`src/rtl/cla_serial_addsub.sv`:
```
// Nibble-serial adder/subtractor built around 4-bit carry-lookahead slices.
// One nibble per clock, LSB first, with a start/done handshake.
module cla_serial_addsub #(
  parameter int NIBBLES = 4
) (
  input  logic                 clk,
  input  logic                 rst_n,
  input  logic                 start,
  input  logic                 sub,
  input  logic                 cin,
  input  logic [4*NIBBLES-1:0] a,
  input  logic [4*NIBBLES-1:0] b,
  output logic                 busy,
  output logic                 done,
  output logic [4*NIBBLES-1:0] sum,
  output logic                 cout,
  output logic                 ovf
);

  localparam int W  = 4 * NIBBLES;
  localparam int KW = (NIBBLES > 1) ? $clog2(NIBBLES) : 1;

  typedef enum logic [1:0] {
    IDLE,
    RUN,
    DONE
  } state_t;

  state_t state, state_nx;

  logic [KW-1:0] k;
  logic [W-1:0]  a_q, b_q;
  logic          carry;
  logic          ready, accept, last;

  logic [3:0] na, nb, g, p, ns;
  logic [4:0] c;

  assign ready  = (state == IDLE) || (state == DONE);
  assign accept = start && ready;
  assign last   = (k == KW'(NIBBLES - 1));
  assign busy   = (state == RUN);
  assign done   = (state == DONE);

  always_ff @(posedge clk or negedge rst_n) begin
    if (!rst_n) state <= IDLE;
    else        state <= state_nx;
  end

  always_comb begin
    state_nx = state;
    unique case (state)
      IDLE:    if (accept) state_nx = RUN;
      RUN:     if (last)   state_nx = DONE;
      DONE:    state_nx = accept ? RUN : IDLE;
      default: state_nx = IDLE;
    endcase
  end

  // Lookahead slice on the current nibble
  always_comb begin
    na   = a_q[4*k +: 4];
    nb   = b_q[4*k +: 4];
    g    = na & nb;
    p    = na | nb;
    c[0] = carry;
    c[1] = g[0] | (p[0] & c[0]);
    c[2] = g[1] | (p[1] & g[0]) | (p[1] & p[0] & c[0]);
    c[3] = g[2] | (p[2] & g[1]) | (p[2] & p[1] & g[0])
         | (p[2] & p[1] & p[0] & c[0]);
    c[4] = g[3] | (p[3] & g[2]) | (p[3] & p[2] & g[1])
         | (p[3] & p[2] & p[1] & g[0])
         | (p[3] & p[2] & p[1] & p[0] & c[0]);
    ns   = na ^ nb ^ c[3:0];
  end

  always_ff @(posedge clk or negedge rst_n) begin
    if (!rst_n) begin
      a_q   <= '0;
      b_q   <= '0;
      carry <= 1'b0;
      k     <= '0;
      sum   <= '0;
      cout  <= 1'b0;
      ovf   <= 1'b0;
    end else if (accept) begin
      a_q   <= a;
      b_q   <= sub ? ~b : b;
      carry <= cin ^ sub;
      k     <= '0;
      sum   <= '0;
    end else if (state == RUN) begin
      sum[4*k +: 4] <= ns;
      carry         <= c[4];
      if (last) begin
        cout <= c[4];
        ovf  <= c[3] ^ c[4];
      end else begin
        k <= k + 1'b1;
      end
    end
  end

endmodule

```
`config.mk`:
```
export PLATFORM = sky130hd
export DESIGN_NAME = cla_serial_addsub
export DESIGN_NICKNAME = d
export VERILOG_FILES = /design/src/rtl/cla_serial_addsub.sv
export SDC_FILE = /design/constraint.sdc
export NUM_CORES = 1
export LEC_CHECK = 0
export CAP_MARGIN = 40
export CORE_ASPECT_RATIO = 0.8
export CORE_MARGIN = 2
export CORE_UTILIZATION = 51
export DETAILED_ROUTE_END_ITERATION = 10
export GPL_TIMING_DRIVEN = 0
export PLACE_DENSITY = 0.76
export REMOVE_ABC_BUFFERS = 1
export SETUP_SLACK_MARGIN = 0.15
export SLEW_MARGIN = 20
export SYNTH_ARGS = -nofsm -noshare
export SYNTH_HDL_FRONTEND = slang
export SYNTH_SLANG_ARGS = --single-unit
```
`constraint.sdc`:
```
create_clock -name clk -period 2.85 [get_ports clk]
set_clock_uncertainty 0.1 [all_clocks]
set_input_delay 0.57 -clock clk [delete_from_list [all_inputs] [get_ports clk]]
set_output_delay 0.57 -clock clk [all_outputs]
set_load 0.02 [all_outputs]
```
==> results.py <==
metrics = {
    "grt": {
        "grt_max_degree": 56,
        "grt_pass1_wl_mm": 9.05,
        "overflow": 0,
        "grt_pass1_vias": 1871,
        "grt_util_all_layers_pct": 19.6,
        "antenna_found_initial": 0,
    },
    "critical_path": {
        "endpoint_kind": "primary output",
        "cp_data_required_time_ns": 2.18,
        "reg2reg_depth": 8,
        "regToRegEndpoint": "sum[7]$_DFFE_PN0P_",
        "rrSetupSlack_ns": 0.36,
        "worst-path-max-fanout": 8,
        "start_kind": "flip-flop",
        "worstPathArrival_ns": 1.84,
        "crit_type": "flip-flop to primary output",
        "crit-reg2reg-launch": "k[0]$_DFFE_PN0P_",
    },
    "logic_synthesis": {
        "synth_flop_cell": "dfrtp_1",
        "synth_top_area_share_pct": 49.8,
        "async_flop_share_pct": 100,
        "synth_cells": 265,
        "post_synth.cell_area_avg_um2": 10.4,
        "ys_types": 36,
        "netlist_area_um2": 2770,
        "ys_ff_latch": 55,
        "yosysSeqAreaShare_pct": 49.8,
        "yosysWarnings": 0,
        "synth_edf_count": 0,
        "netlist_top_cells_count": "nand2_1, dfrtp_1, o21ai_0, xnor2_1, ha_1",
        "yosysMostFrequentCell": "nand2_1",
        "synth_top_cell_by_area": "dfrtp_1",
        "ys_top_cells_by_area": "dfrtp_1, nand2_1, mux4_2",
    },
    "layout": {
        "postLayoutCellArea_um2": 3510,
        "multi_input_area_um2": 1280,
        "nNetsFinal": 372,
        "area_growth_pct": 27.0,
        "drive_above_1_share_pct": 10.6,
        "seq_area_um2": 1380,
        "diodes": 0,
        "n_fill_cell": 417,
    },
    "timing": {
        "maxSlewHeadroom_pct": 54.2,
        "post-route-period-util_pct": 88.0,
        "fin_crit_ns": 2.51,
        "rsz0062_at_grt": "no",
        "worst_pin_slew_ns": 0.686,
        "fmax_ghz": 0.399,
        "whs_ns": 0.192,
        "drv_slew": 0,
        "final-setup-viol-count": 0,
        "final_hold_viol_count": 0,
    },
    "clock_tree": {
        "clock_path_buffers": 2,
        "clkLatencyLatePin_ns": 0.32,
        "cts_max_level": 2,
        "cts_made_buffers": 5,
        "cts_num_sinks": 55,
        "cts_tree": "yes",
        "clk_pin_slew_worst_paths_ns": 0.09,
        "clockRootBuffer": "clkbuf_8",
        "holdBufCountCts": 0,
    },
    "detailed_routing": {
        "wire_per_inst_um": 14.2,
        "drt_wl_total_mm": 5.44,
        "drc_errors": 0,
        "ant_nets": 0,
        "routed_via_density": 5.25,
        "drt_iter0_drc": 67,
        "vias": 2012,
        "firstDrtPassIters": 4,
    },
    "flow_run": {
        "maxCapViolCount": 0,
    },
    "power": {
        "leakage_nw": 1.59,
        "vdd_ir_drop_max_uv": 600,
        "power_density_nw_per_um2": 1090,
    },
    "die": {
        "start_util_pct": 54.0,
        "die_area_um2": 6030,
        "rows": 23,
        "die_h_um": 69.9,
        "coreArea_um2": 5120,
        "fp.dieW_um": 86.3,
        "ios": 57,
    },
    "outcome": {
        "outcome": "completed",
    },
    "placement": {
        "place.gp.congestion": 0.751,
        "port_buffers": 56,
        "place_area_um2": 3390,
        "dpl.hpwl_mm": 3.95,
    },
    "min_path": {
        "hold_path.class": "input port to asynchronous set/reset pin",
    },
}
-- layer usage --
metal | vias up | track usage [%] | share of wire (%)
li1 | 1000 | - | -
met1 | 959 | 28.1 | 48
met2 | 46 | 29.1 | 46
met3 | 7 | 4.02 | 4.1
met4 | 0 | 8.33 | 1.8
met5 | - | 0 | 0
-- worst max-delay path by stage --
stage | start | endpoint | slack (ns) | cells past startpoint
2_1_floorplan | k[0]$_DFFE_PN0P_ | sum[15]$_DFFE_PN0P_ | 0.39 | 7
4_1_cts | k[0]$_DFFE_PN0P_ | sum[7]$_DFFE_PN0P_ | 0.20 | 7
6_report | state[0]$_DFFE_PN0P_ | busy | 0.34 | 3
5_1_grt | k[0]$_DFFE_PN0P_ | sum[7]$_DFFE_PN0P_ | 0.16 | 8
3_5_place_dp | k[0]$_DFFE_PN0P_ | sum[7]$_DFFE_PN0P_ | -0.03 | 7
3_3_place_gp | rst_n | a_q[15]$_DFFE_PN0P_ | -0.48 | 1
-- placed cells by master, fill, tap and decap left out, types with 2 or more instances in the layout --
cell type	n
nand2b_1	2
ha_1	13
buf_4	5
clkinv_2	2
clkbuf_8	6
xor2_1	2
a22oi_1	3
buf_8	2
nor2b_1	2
clkdlybuf4s50_1	55
o21ai_0	19
inv_1	11
nand2_1	69
dfrtp_1	53
mux4_2	8
xnor2_1	19
a21oi_1	6
a22o_1	11
nor2_1	10
-- registers in the layout, indices dropped and copies added (netlist names) --
register and flops:
b_q 16, ovf 1, k 2, carry 1, cout 1, sum 16
a_q 16, state 2
-- metrics by stage --
stage	setup slack (ns)	power (mW)	cells	utilization, %	TNS, ns
2_1_floorplan	0.394	2.68	251	-	0
3_3_place_gp	-0.484	3.29	369	65.1	-33.20
3_5_place_dp	-0.0347	3.38	372	66.2	-0.113
4_1_cts	0.200	3.82	379	67.9	0
5_1_grt	0.160	4.18	383	68.6	0
6_report	0.343	3.83	383	68.6	0
-- cell families after synthesis --
group	share of synthesized area [%]
AND/OR/NAND/NOR	15.4
buffers and inverters	4.12
flip-flops	49.8
XOR/XNOR	6.65
AO/OA/AOI/OAI	10.9
adder cells (fa/ha/maj)	6.60
multiplexers	6.51
-- final cells by class --
cell class / instances / share of cell area, %
multi-input cells: 184 / 36.5
flip-flops and latches: 55 / 39.3
repair buffers: 63 / 18.2
clock inverters: 1 / 0.143
well taps: 62 / 2.21
inverters: 12 / 1.32
clock buffers: 6 / 2.35
-- report_power, final --
part           internal, mW  switching, mW
Combinational         0.912           1.15
Sequential             1.11          0.225
Clock                 0.191          0.246
-- worst max-delay path, cell delays in order (launching register included) --
cell and delay [ns]:
dfrtp_1 0.44, nand2b_1 0.31, clkinv_2 0.19, clkdlybuf4s50_1 0.58
-- timing repair --
item / in CTS / in global routing
buffers inserted: 0 / 4
endpoints found under the setup margin: 13 / 8
hold endpoints to repair: 0 / 0
gates resized for setup: 1 / 2
No activity file was read; power rests on OpenSTA's default activity.
